`src/rtl/vu_defs.sv`:
```
`default_nettype none
// ============================================================================
// Module   : vu_defs
// Brief    : Shared widths, FSM encodings and full-scale constants for the
//            VU peak meter.
// Revision : 1.0
// ============================================================================
package vu_defs;

    localparam int DATA_W_DEF = 8;
    localparam int LEDS_DEF   = 8;

    localparam logic ST_HOLD  = 1'b1;
    localparam logic ST_DECAY = 1'b0;

    localparam logic [DATA_W_DEF-1:0] FS_POS = {1'b0, {(DATA_W_DEF-1){1'b1}}};
    localparam logic [DATA_W_DEF-1:0] FS_NEG = {1'b1, {(DATA_W_DEF-1){1'b0}}};

endpackage
`default_nettype wire

```
`src/rtl/vu_bar_encoder.sv`:
```
`default_nettype none
// ============================================================================
// Module   : vu_bar_encoder
// Brief    : Combinational magnitude-to-thermometer encoder for the LED bar.
// Revision : 1.0
// ============================================================================
module vu_bar_encoder
    import vu_defs::*;
#(
    parameter int DATA_W = DATA_W_DEF,
    parameter int LEDS   = LEDS_DEF
) (
    input  logic [DATA_W-1:0] i_level,
    output logic [LEDS-1:0]   o_bar
);

    localparam int c_SEG = (2 ** (DATA_W - 1)) / LEDS;

    // Segment i lights once the level reaches (i+1) full segments of range.
    for (genvar i = 0; i < LEDS; i++) begin : g_seg
        localparam logic [DATA_W-1:0] c_THR = DATA_W'((i + 1) * c_SEG);
        assign o_bar[i] = (i_level >= c_THR);
    end

endmodule
`default_nettype wire

```
`src/rtl/vu_peak_meter.sv`:
```
`default_nettype none
// ============================================================================
// Module   : vu_peak_meter
// Brief    : Windowed peak meter with attack/hold/decay ballistics, LED bar
//            and held clip indicator, refreshed by a slow tick level.
// Revision : 1.0
// ============================================================================
module vu_peak_meter
    import vu_defs::*;
#(
    parameter int DATA_W     = DATA_W_DEF,
    parameter int LEDS       = LEDS_DEF,
    parameter int HOLD_TICKS = 16,
    parameter int DECAY_STEP = 4
) (
    input  logic              clk_in,
    input  logic              reset,
    input  logic              enable,
    input  logic              tick_in,
    input  logic              sample_valid,
    input  logic [DATA_W-1:0] sample,
    output logic [DATA_W-1:0] level,
    output logic [LEDS-1:0]   bar,
    output logic              clip
);

    localparam int                c_HW     = $clog2(HOLD_TICKS + 1);
    localparam logic [c_HW-1:0]   c_HOLD   = c_HW'(HOLD_TICKS);
    localparam logic [c_HW-1:0]   c_ONE    = c_HW'(1);
    localparam logic [DATA_W:0]   c_STEP   = (DATA_W + 1)'(DECAY_STEP);
    localparam logic [DATA_W-1:0] c_FS_POS = {1'b0, {(DATA_W-1){1'b1}}};
    localparam logic [DATA_W-1:0] c_FS_NEG = {1'b1, {(DATA_W-1){1'b0}}};

    logic              r_tick_d;
    logic [DATA_W-1:0] r_acc;
    logic [DATA_W-1:0] r_level;
    logic [c_HW-1:0]   r_hold;
    logic              r_state;
    logic              r_clip;
    logic [c_HW-1:0]   r_clip_cnt;
    logic [LEDS-1:0]   r_bar;

    logic [DATA_W-1:0] w_mag;
    logic [DATA_W-1:0] w_smp;
    logic [DATA_W-1:0] w_win;
    logic [DATA_W:0]   w_floor;
    logic              w_tick_rise;
    logic              w_close;
    logic              w_clip_hit;
    logic              w_state_nxt;
    logic [DATA_W-1:0] w_level_nxt;
    logic [c_HW-1:0]   w_hold_nxt;
    logic [LEDS-1:0]   w_bar;

    // Two's complement negate of the most negative code lands exactly on
    // 2^(DATA_W-1) when read unsigned, so no extra bit is needed.
    assign w_mag       = sample[DATA_W-1] ? ((~sample) + DATA_W'(1)) : sample;
    assign w_tick_rise = tick_in & ~r_tick_d;
    assign w_close     = enable & w_tick_rise;
    assign w_smp       = sample_valid ? w_mag : '0;
    assign w_win       = (w_smp > r_acc) ? w_smp : r_acc;
    assign w_floor     = {1'b0, w_win} + c_STEP;
    assign w_clip_hit  = enable & sample_valid &
                         ((sample == c_FS_POS) | (sample == c_FS_NEG));

    always_ff @(posedge clk_in or negedge reset) begin
        if (!reset) begin
            r_state <= ST_DECAY;
        end else if (enable) begin
            r_state <= w_state_nxt;
        end
    end

    always_comb begin
        w_state_nxt = r_state;
        if (w_close) begin
            if (w_win >= r_level) begin
                w_state_nxt = ST_HOLD;
            end else if ((r_state == ST_HOLD) && (r_hold <= c_ONE)) begin
                w_state_nxt = ST_DECAY;
            end
        end
    end

    always_comb begin
        w_level_nxt = r_level;
        w_hold_nxt  = r_hold;
        if (w_close) begin
            if (w_win >= r_level) begin
                w_level_nxt = w_win;
                w_hold_nxt  = c_HOLD;
            end else if (r_state == ST_HOLD) begin
                if (r_hold != '0) begin
                    w_hold_nxt = r_hold - c_ONE;
                end
            end else if ({1'b0, r_level} > w_floor) begin
                w_level_nxt = r_level - c_STEP[DATA_W-1:0];
            end else begin
                w_level_nxt = w_win;
            end
        end
    end

    // The tick edge detector keeps tracking while frozen so that re-enabling
    // with the tick already high does not fabricate a refresh.
    always_ff @(posedge clk_in or negedge reset) begin
        if (!reset) begin
            r_tick_d <= 1'b0;
            r_acc    <= '0;
            r_level  <= '0;
            r_hold   <= '0;
            r_bar    <= '0;
        end else begin
            r_tick_d <= tick_in;
            if (enable) begin
                if (w_tick_rise) begin
                    r_acc <= '0;
                end else if (sample_valid && (w_mag > r_acc)) begin
                    r_acc <= w_mag;
                end
                r_level <= w_level_nxt;
                r_hold  <= w_hold_nxt;
                r_bar   <= w_bar;
            end
        end
    end

    always_ff @(posedge clk_in or negedge reset) begin
        if (!reset) begin
            r_clip     <= 1'b0;
            r_clip_cnt <= '0;
        end else if (w_clip_hit) begin
            r_clip     <= 1'b1;
            r_clip_cnt <= c_HOLD;
        end else if (w_close && (r_clip_cnt != '0)) begin
            r_clip_cnt <= r_clip_cnt - c_ONE;
            if (r_clip_cnt == c_ONE) begin
                r_clip <= 1'b0;
            end
        end
    end

    vu_bar_encoder #(
        .DATA_W (DATA_W),
        .LEDS   (LEDS)
    ) u_bar_encoder (
        .i_level (r_level),
        .o_bar   (w_bar)
    );

    assign level = r_level;
    assign bar   = r_bar;
    assign clip  = r_clip;

endmodule
`default_nettype wire
```
`config.mk`:
```
export PLATFORM = sky130hd
export DESIGN_NAME = vu_peak_meter
export DESIGN_NICKNAME = d
export VERILOG_FILES = /design/src/rtl/vu_defs.sv /design/src/rtl/vu_bar_encoder.sv /design/src/rtl/vu_peak_meter.sv
export SDC_FILE = /design/constraint.sdc
export NUM_CORES = 1
export LEC_CHECK = 0
export CAP_MARGIN = 20
export CORE_MARGIN = 3
export CORE_UTILIZATION = 50
export CTS_CLUSTER_DIAMETER = 200
export DETAILED_ROUTE_END_ITERATION = 12
export HOLD_SLACK_MARGIN = 0.12
export PLACE_DENSITY = 0.82
export REMOVE_ABC_BUFFERS = 1
export SLEW_MARGIN = 20
export SYNTH_ARGS = -nofsm -noshare
export SYNTH_HDL_FRONTEND = slang
export SYNTH_SLANG_ARGS = --single-unit
```
`constraint.sdc`:
```
create_clock -name clk_in -period 8.9 [get_ports clk_in]
set_input_delay 0.89 -clock clk_in [delete_from_list [all_inputs] [get_ports clk_in]]
set_output_delay 0.89 -clock clk_in [all_outputs]
set_load 0.005 [all_outputs]
```
Word-level counts from Yosys, hierarchy flattened
Index checks and enable logic that the tools add are counted.

Bits in registers: 37. Input port bits: 13. Output and inout bits: 17. Logic and storage cells: 71.

Add/subtract/negate cells: 5. $lt $le $gt $ge: 13. Equal/unequal tests: 4. Multiplexer cells: 18. Bitwise operators: 7. Reductions and logical operators: 16.

Operators by type and width (number): two-way mux 8 bit (8); greater-or-equal comparator 8 x 7 -> 1 bit, second input constant (4); two-way mux 5 bit (5); greater-or-equal comparator 8 x 6 -> 1 bit, second input constant (2); > comparator 8 bit (2); nonzero test 2 bit (6); nonzero test 5 bit (2); subtractor 5 x 1 -> 5 bit, second input constant (2); adder 8 x 3 -> 9 bit, second input constant (1); > comparator 8 x 9 -> 1 bit (1); adder 8 x 1 -> 8 bit, second input constant (1); equality test 8 x 7 -> 1 bit, second input constant (1); equality test 8 bit, second input constant (1); greater-or-equal comparator 8 x 5 -> 1 bit, second input constant (1); greater-or-equal comparator 8 bit (1); greater-or-equal comparator 8 bit, second input constant (1); NOT 8 bit (1); subtractor 8 x 3 -> 8 bit, second input constant (1); AND reduction 3 bit (2); equality test 5 x 1 -> 1 bit, second input constant (1); <= comparator 5 x 1 -> 1 bit, second input constant (1); two-way mux 1 bit (5); AND 1 bit (4); AND reduction 2 bit (2); other kinds (5) (7).

Longest topological paths before layout
Gate-level depths: netlist of run 1.

Depth in word-level cells: 11. Gate-level depth with buffers: 26. Depth with buffers taken out: 25.

Cells and area by module
Synthesis of run 1 repeated with hierarchy kept, for this count alone.

Cells, all modules: 370. Area, all modules: 3261.9 sq um.

By module, submodules not included: vu_peak_meter (instances 1, cells an instance 361, area an instance 3198.1 sq um, seq. area each 925.9 sq um); vu_bar_encoder (instances 1, cells an instance 9, area an instance 63.8 sq um, seq. area each 0.0 sq um).

Worst setup path after synthesis of run 1
OpenSTA, ideal clock, no wires.

Path kind: input to register. From: input port sample[0]. To: register r_level[7], in the netlist level[7]. Setup time: 0.077 ns. Arrival time: 5.216 ns. Required time: 8.823 ns. Path slack: 3.607 ns. Cell stages on the path: 23. Path buffers: 1. Path through: inv_1 > ha_1 > nand2b_1 > xnor2_1 > and2_1 > ha_1 > nand2_1 > o21ai_0 > and4b_1 > o31a_1 > nand2_1 > o21ai_0 > ha_1 > nand2b_1 > a21oi_1 > o21bai_1 > a41o_1 > o41ai_1 > o211ai_1 > clkbuf_1 > o21ai_0 > a21oi_1 > a21oi_1.

Word-level cells in the longest chain between the ends: 11. Elaborated cells on any way between the ends: 14. Classes of those cells: add/sub: 2; order compare: 3; eq/ne: 1; mux: 6; bitwise: 1; reduce/logical: 1.

Ends and longest elaborated chain: start: declaration (line vu_peak_meter.sv:21) `input logic [DATA_W-1:0] sample,`; NOT 8 bit (line vu_peak_meter.sv:57) `assign w_mag = sample[DATA_W-1] ? ((~sample) + DATA_W'(1)) : sample;`; adder 8 x 1 -> 8 bit (line vu_peak_meter.sv:57); two-way mux 8 bit * (line vu_peak_meter.sv:57); two-way mux 8 bit * (line vu_peak_meter.sv:60) `assign w_smp = sample_valid ? w_mag : '0;`; > comparator 8 bit (line vu_peak_meter.sv:61) `assign w_win = (w_smp > r_acc) ? w_smp : r_acc;`; two-way mux 8 bit * (line vu_peak_meter.sv:61); adder 8 x 3 -> 9 bit (line vu_peak_meter.sv:62) `assign w_floor = {1'b0, w_win} + c_STEP;`; > comparator 8 x 9 -> 1 bit (line vu_peak_meter.sv:96) `end else if ({1'b0, r_level} > w_floor) begin`; two-way mux 8 bit (line vu_peak_meter.sv:96); two-way mux 8 bit (line vu_peak_meter.sv:92) `end else if (r_state == ST_HOLD) begin`; two-way mux 8 bit (line vu_peak_meter.sv:89) `if (w_win >= r_level) begin`; end signal: assignment (line vu_peak_meter.sv:121) `r_level <= w_level_nxt;`; end: declaration (line vu_peak_meter.sv:36) `logic [DATA_W-1:0] r_level;`.

Every way passes the cells marked *; elsewhere a longest branch is shown, timed or not. The select of a mux whose other input is x is not followed. A chain may end at the register's enable or synchronous reset.

Worst setup path in the final report of run 1
From: input port sample[0]. To: register r_level[0], in the netlist level[0].

The elaborated chain is that of the path after synthesis.

==> results of run 1 <==
[cell type report]
| class | instances | share of cell area (%) |
|---|---|---|
| clock buffer | 6 | 2.04 |
| tap | 75 | 2.63 |
| multi-input combinational | 283 | 58.0 |
| timing repair buffer | 29 | 8.01 |
| clock inverter | 2 | 0.281 |
| sequential | 37 | 26.0 |
| inverter | 29 | 3.06 |
[cells by family after synthesis]
| kind of cell | count (synthesis) |
|---|---|
| fa+ha+maj | 40 |
| mux | 8 |
| flops | 37 |
| buf+inv | 40 |
| compound gates | 91 |
| simple gates | 126 |
| xor+xnor | 18 |
[cells in the mapped netlist, types with 2 or more instances]
library cell  number  area (um^2)
a211oi_1           3         22.5
a21o_1             5         37.5
a21oi_1           20          100
a22o_1             8         70.1
a31oi_1            4         25.0
and2_1             6         37.5
and3_1             4         25.0
and4b_1            2         20.0
clkbuf_1          10         37.5
dfrtp_1           37          926
ha_1              39          488
inv_1             29          109
mux2_2             3         33.8
mux2_4             2         30.0
mux2i_1            3         30.0
nand2_1           29          109
nand2b_1           6         37.5
nand3_1           11         55.1
nand3b_1           3         22.5
nand4_1            4         25.0
nand4b_1           2         17.5
nor2_1            29          109
nor2b_1            4         25.0
nor3_1            10         50.1
nor4bb_1           2         20.0
o211ai_1           3         22.5
o21ai_0           26          130
o21ai_2            2         17.5
o21bai_1           2         15.0
o22ai_1            2         12.5
o31ai_1            2         15.0
or2_1              2         12.5
or2_2              3         18.8
xnor2_1           14          123
xor2_1             4         35.0
[per-layer routing]
layer	GRT usage (%)	wire length, um	vias to the layer above	part of all wire, %
met5	0	0	-	0
met2	34.5	3260	57	48
met3	3.59	300	13	4.4
met4	7.91	133	0	2.0
li1	-	-	1336	-
met1	26.8	3090	1290	45
[sequential cells by signal (all words and copies together) (netlist names)]
register / flops
bar: 8
level: 8
r_acc: 8
r_clip_cnt: 5
r_hold: 5
clip: 1
r_state: 1
r_tick_d: 1
[final timing paths]
kind / end / startpoint / slack [ns] / cells past startpoint
max: level[0] / sample[0] / 2.04 / 22
min: clip / clip / 0.49 / 1
max reg2reg: level[0] / r_acc[3] / 3.60 / 17
min reg2reg: clip / clip / 0.49 / 1
max in group asynchronous: r_clip_cnt[3] / reset / 7.67 / 1
min in group asynchronous: r_acc[3] / reset / 0.69 / 1
[power groups by stage]
stage / Clock (mW) / Sequential [mW] / Combinational [mW]
floorplan: 0 / 0.282 / 0.368
global placement: 0 / 0.295 / 0.497
detailed placement: 0 / 0.297 / 0.519
CTS: 0.121 / 0.294 / 0.522
global route: 0.129 / 0.306 / 0.594
finish: 0.120 / 0.295 / 0.521
[worst reg2reg max path, cell delays in order (launching register included)]
cell and delay, ns:
dfrtp_1 0.39, inv_1 0.09, ha_1 0.30, nand2_1 0.07, o21ai_0 0.19, and4b_1 0.30
o31a_1 0.28, nand2_1 0.16, o21ai_0 0.35, ha_1 0.32, nand2b_1 0.15, a21oi_1 0.15
o21bai_1 0.08, a41o_1 0.24, o41ai_1 0.79, o211ai_1 0.60, o21ai_2 0.38, mux2_4 0.33
==> impl_metrics.ini, run 1 <==
[timing]
setup_viol = 0
slew_headroom_pct = 33.8
clock-skew-final_ns = 0.00998
slew_viol_final = 0
fin_ws_ns = 2.04
rsz0062_at_grt = false
fin_crit_sh_pct = 77.1
layout_min_cycle_time_ns = 6.86
hold_ws_ns = 0.489
tns_ns = 0
worst_slew_pin_slew_ns = 0.981
hold_violations = 0
fmax_ghz = 0.146

[finish]
area_growth_pct = 13.2
drive_above_1_share_pct = 8.03
n_antenna_cell = 0
register_area_um2 = 926
fill_cells = 529
design_area_um2 = 3560
mostFrequentLayoutCell = ha_1
multi_input_area_um2 = 2070
finalNetCount = 437
utilization_pct = 59.5
most-common-layout-cells = ha_1 (39), dfrtp_1 (37), nand2_1 (29), inv_1 (29), nor2_1 (29)
fin_cells = 461

[clocking]
cts_setup_buffers = 0
path_clk_slew_ns = 0.08
cts-resized-gates = 0
cts_buffers = 5
cts_root_buf = clkbuf_8
clock_path_buffers = 2
postCtsHoldBufs = 0
clock_latency_ns = 0.30
cts_max_level = 2
cts.sinks = 37
cts_tree = yes

[setup_path]
arrival_ns = 7.05
cp_top_family = compound AO/OA/AOI/OAI gates
critPathMaxStageDelay_ns = 0.79
critPathCaptureType = flip-flop
cp-start-kind = input pin
cpMostUsedCell = ha_1
cp.buffers_inverters = 2
critPathKind = input pin to flip-flop
critPathSlowestCell = o41ai_1
crit_fanout = 12
required_ns = 9.09
crit_chain = clkdlybuf4s50_1, inv_1, ha_1, nand2b_1, xnor2_1, and2_1, ha_1, nand2_1, o21ai_0, and4b_1, o31a_1, nand2_1, o21ai_0, ha_1, nand2b_1, a21oi_1, o21bai_1, a41o_1, o41ai_1, o211ai_1, o21ai_2, mux2_4

[power_and_ir_drop]
p_clk_share_pct = 12.8
p_int_mw = 0.523
power_density_nw_per_um2 = 263
finalPower_mw = 0.936
p_leak_nw = 1.58
ir_drop_v = 0.000124
combPwrFrac_pct = 55.7
pwr-share-seq_pct = 31.5
switchingPower_mw = 0.413
p_sw_share_pct = 44.1

[detailed_routing]
routed_via_density = 5.85
drtPass1Iterations = 4
final_antenna_net_count = 0
drc_errors = 0
dr_total_vias = 2696
finalWirelength_um = 6790
wire_per_inst_um = 14.7
drtIter0Drc = 136

[grt]
grt_pass1_vias = 2658
grt_start_max_net_pins = 38
grt_use_total_pct = 20.7
grt_pass1_wl_um = 12200
antenna_found_initial = 0
grt-ovfl-total = 0

[yosys]
avgSynthCellArea_um2 = 8.74
ys_seq_area_share_pct = 29.4
yosysWarnings = 0
synthFlopType = dfrtp_1
synth_top_family_by_area = simple AND/OR/NAND/NOR gates
synth_cell_types = 60
synth_compound_area_share_pct = 20.3
synth_mux_area_share_pct = 2.98
yosys.area_share.adder_pct = 15.9
synth-simple-area-share_pct = 21.4
synth_xor_area_share_pct = 5.01
synth_edf_count = 0
synth-seq-cells = 37
synth_area_um2 = 3150
async_flop_share_pct = 100
netlist_instances = 360

[floorplanning]
die_h_um = 85.3
die_w_um = 85.3
fp-row-count = 28
core_area_um2 = 5990
die_area_um2 = 7280
start_util_pct = 52.5
pin_count = 30

[hold_path]
hold_path_class = flip-flop to flip-flop

[placement]
place_area_um2 = 3480
portBuffers = 29
dpl.cell_count = 453
dp_hpwl_um = 5200
dpl_worst_slack_ns = 1.84
finalWeightedCongestion = 0.876

[status]
run_status = finished clean

[flow_run]
cap_violations = 0
Note: power is estimated with default switching activity, not from simulation.
==> run 2, diff against run 1 <==
--- a/config.mk
+++ b/config.mk
@@ -11,7 +11,7 @@
 export CTS_CLUSTER_DIAMETER = 200
 export DETAILED_ROUTE_END_ITERATION = 12
 export HOLD_SLACK_MARGIN = 0.12
-export PLACE_DENSITY = 0.82
+export PLACE_DENSITY = 0.85
 export REMOVE_ABC_BUFFERS = 1
 export SLEW_MARGIN = 20
 export SYNTH_ARGS = -nofsm -noshare
==> constraint.sdc (replaced) <==
create_clock -name clk_in -period 5.6 [get_ports clk_in]
set_input_delay 0.56 -clock clk_in [delete_from_list [all_inputs] [get_ports clk_in]]
set_output_delay 0.56 -clock clk_in [all_outputs]
set_load 0.005 [all_outputs]
==> impl_metrics.ini, run 2 (synthesis gave the netlist of run 1 again) <==
[clocking]
cts_setup_buffers = 0
cts_root_buf = clkbuf_8
cts_buffers = 5
path_clk_slew_ns = 0.07
clock_path_buffers = 2
postCtsHoldBufs = 0
cts.sinks = 37
cts_max_level = 2
clock_latency_ns = 0.29
cts_tree = yes
cts-resized-gates = 0

[setup_path]
r2r_setup_slack_ns = 1.53
crit_fanout = 7
critPathKind = input pin to flip-flop
r2r-end = level[7]
cp-start-kind = input pin
timing.rr.start = r_acc[3]
required_ns = 5.78
critPathCaptureType = flip-flop
arrival_ns = 5.32
rr_worst_depth = 19

[placement]
place_area_um2 = 3550
dpl.cell_count = 463
dp_hpwl_um = 5400
finalWeightedCongestion = 0.871
dpl_worst_slack_ns = 0.0216
portBuffers = 29

[floorplanning]
fp-row-count = 28
pin_count = 30
core_area_um2 = 5990
start_util_pct = 52.5
die_area_um2 = 7280
die_w_um = 85.3
die_h_um = 85.3

[power_and_ir_drop]
ir_drop_v = 0.000261
p_sw_share_pct = 43.5
finalPower_mw = 1.54
power_density_nw_per_um2 = 423
switchingPower_mw = 0.673
pwr-share-seq_pct = 30.5
p_leak_nw = 1.63
p_clk_share_pct = 11.8
p_int_mw = 0.872
combPwrFrac_pct = 57.7

[finish]
fin_cells = 471
most-common-layout-cells = ha_1 (39), dfrtp_1 (37), inv_1 (29)
fill_cells = 516
utilization_pct = 60.9
finalNetCount = 447
drive_above_1_share_pct = 11.1
mostFrequentLayoutCell = ha_1
area_growth_pct = 16.1
n_antenna_cell = 0
register_area_um2 = 926
multi_input_area_um2 = 2080
design_area_um2 = 3650

[timing]
rsz0062_at_grt = false
setup_viol = 0
hold_violations = 0
slew_headroom_pct = 44.8
tns_ns = 0
slew_viol_final = 0
layout_min_cycle_time_ns = 5.14
fin_ws_ns = 0.460
worst_slew_pin_slew_ns = 0.828
fmax_ghz = 0.195
hold_ws_ns = 0.361
fin_crit_sh_pct = 91.8
clock-skew-final_ns = 0.00295

[detailed_routing]
dr_total_vias = 2767
drtPass1Iterations = 4
drc_errors = 0
routed_via_density = 5.87
finalWirelength_um = 6850
drtIter0Drc = 104
final_antenna_net_count = 0
wire_per_inst_um = 14.5

[grt]
grt_use_total_pct = 20.4
grt_start_max_net_pins = 38
grt_pass1_wl_um = 12200
grt-ovfl-total = 0
grt_pass1_vias = 2732
antenna_found_initial = 0

[flow_run]
cap_violations = 0

[hold_path]
hold_path_class = input pin to asynchronous set/reset pin

[status]
run_status = finished clean
[run 2: cell count changes in the layout (fill, tap and decap cells not counted), sizes merged]
cell and change:
buf +10
[run 2: final cells by class]
| class | count | area share, % |
|---|---|---|
| sequential | 37 | 25.4 |
| tap | 75 | 2.57 |
| inverter | 29 | 2.98 |
| clock buffer | 6 | 1.99 |
| multi-input combinational | 283 | 57.0 |
| clock inverter | 2 | 0.274 |
| timing repair buffer | 39 | 9.87 |
[run 2: per-layer routing]
| metal | track usage, % | wire (um) | up-vias |
|---|---|---|---|
| met5 | 0 | 0 | - |
| met4 | 8.35 | 168 | 0 |
| met3 | 3.40 | 277 | 15 |
| met2 | 33.8 | 3250 | 68 |
| met1 | 26.3 | 3160 | 1317 |
| li1 | - | - | 1367 |
[run 2: worst max-delay path by stage]
| stage | end | from | cells past startpoint |
|---|---|---|---|
| floorplan | level[0] | sample[0] | 21 |
| global placement | level[5] | sample[1] | 24 |
| detailed placement | level[6] | sample[1] | 24 |
| CTS | level[6] | sample[1] | 24 |
| global route | level[6] | sample[1] | 24 |
| finish | level[6] | sample[1] | 24 |
[run 2: power by group through the flow]
stage	Sequential, mW	Clock [mW]	Combinational, mW
2_1_floorplan	0.448	0	0.584
3_3_place_gp	0.469	0	0.829
3_5_place_dp	0.474	0	0.871
4_1_cts	0.471	0.186	0.876
5_1_grt	0.491	0.197	1.01
6_report	0.472	0.182	0.891
[run 2: worst max-delay path: stages]
cell and delay (ns):
clkdlybuf4s50_1 0.54, inv_1 0.08, ha_1 0.22, nand2b_1 0.16, xnor2_1 0.15, and2_1 0.21
ha_1 0.28, nand2_1 0.07, o21ai_0 0.16, and4b_1 0.28, o31ai_4 0.09, nor2_2 0.22
mux2_2 0.39, ha_1 0.32, a21oi_1 0.07, o21bai_1 0.14, a41o_1 0.21, o41ai_2 0.07
buf_4 0.16, a21oi_1 0.31, buf_4 0.21, nand4_1 0.10, a211oi_1 0.25, nor2_1 0.07
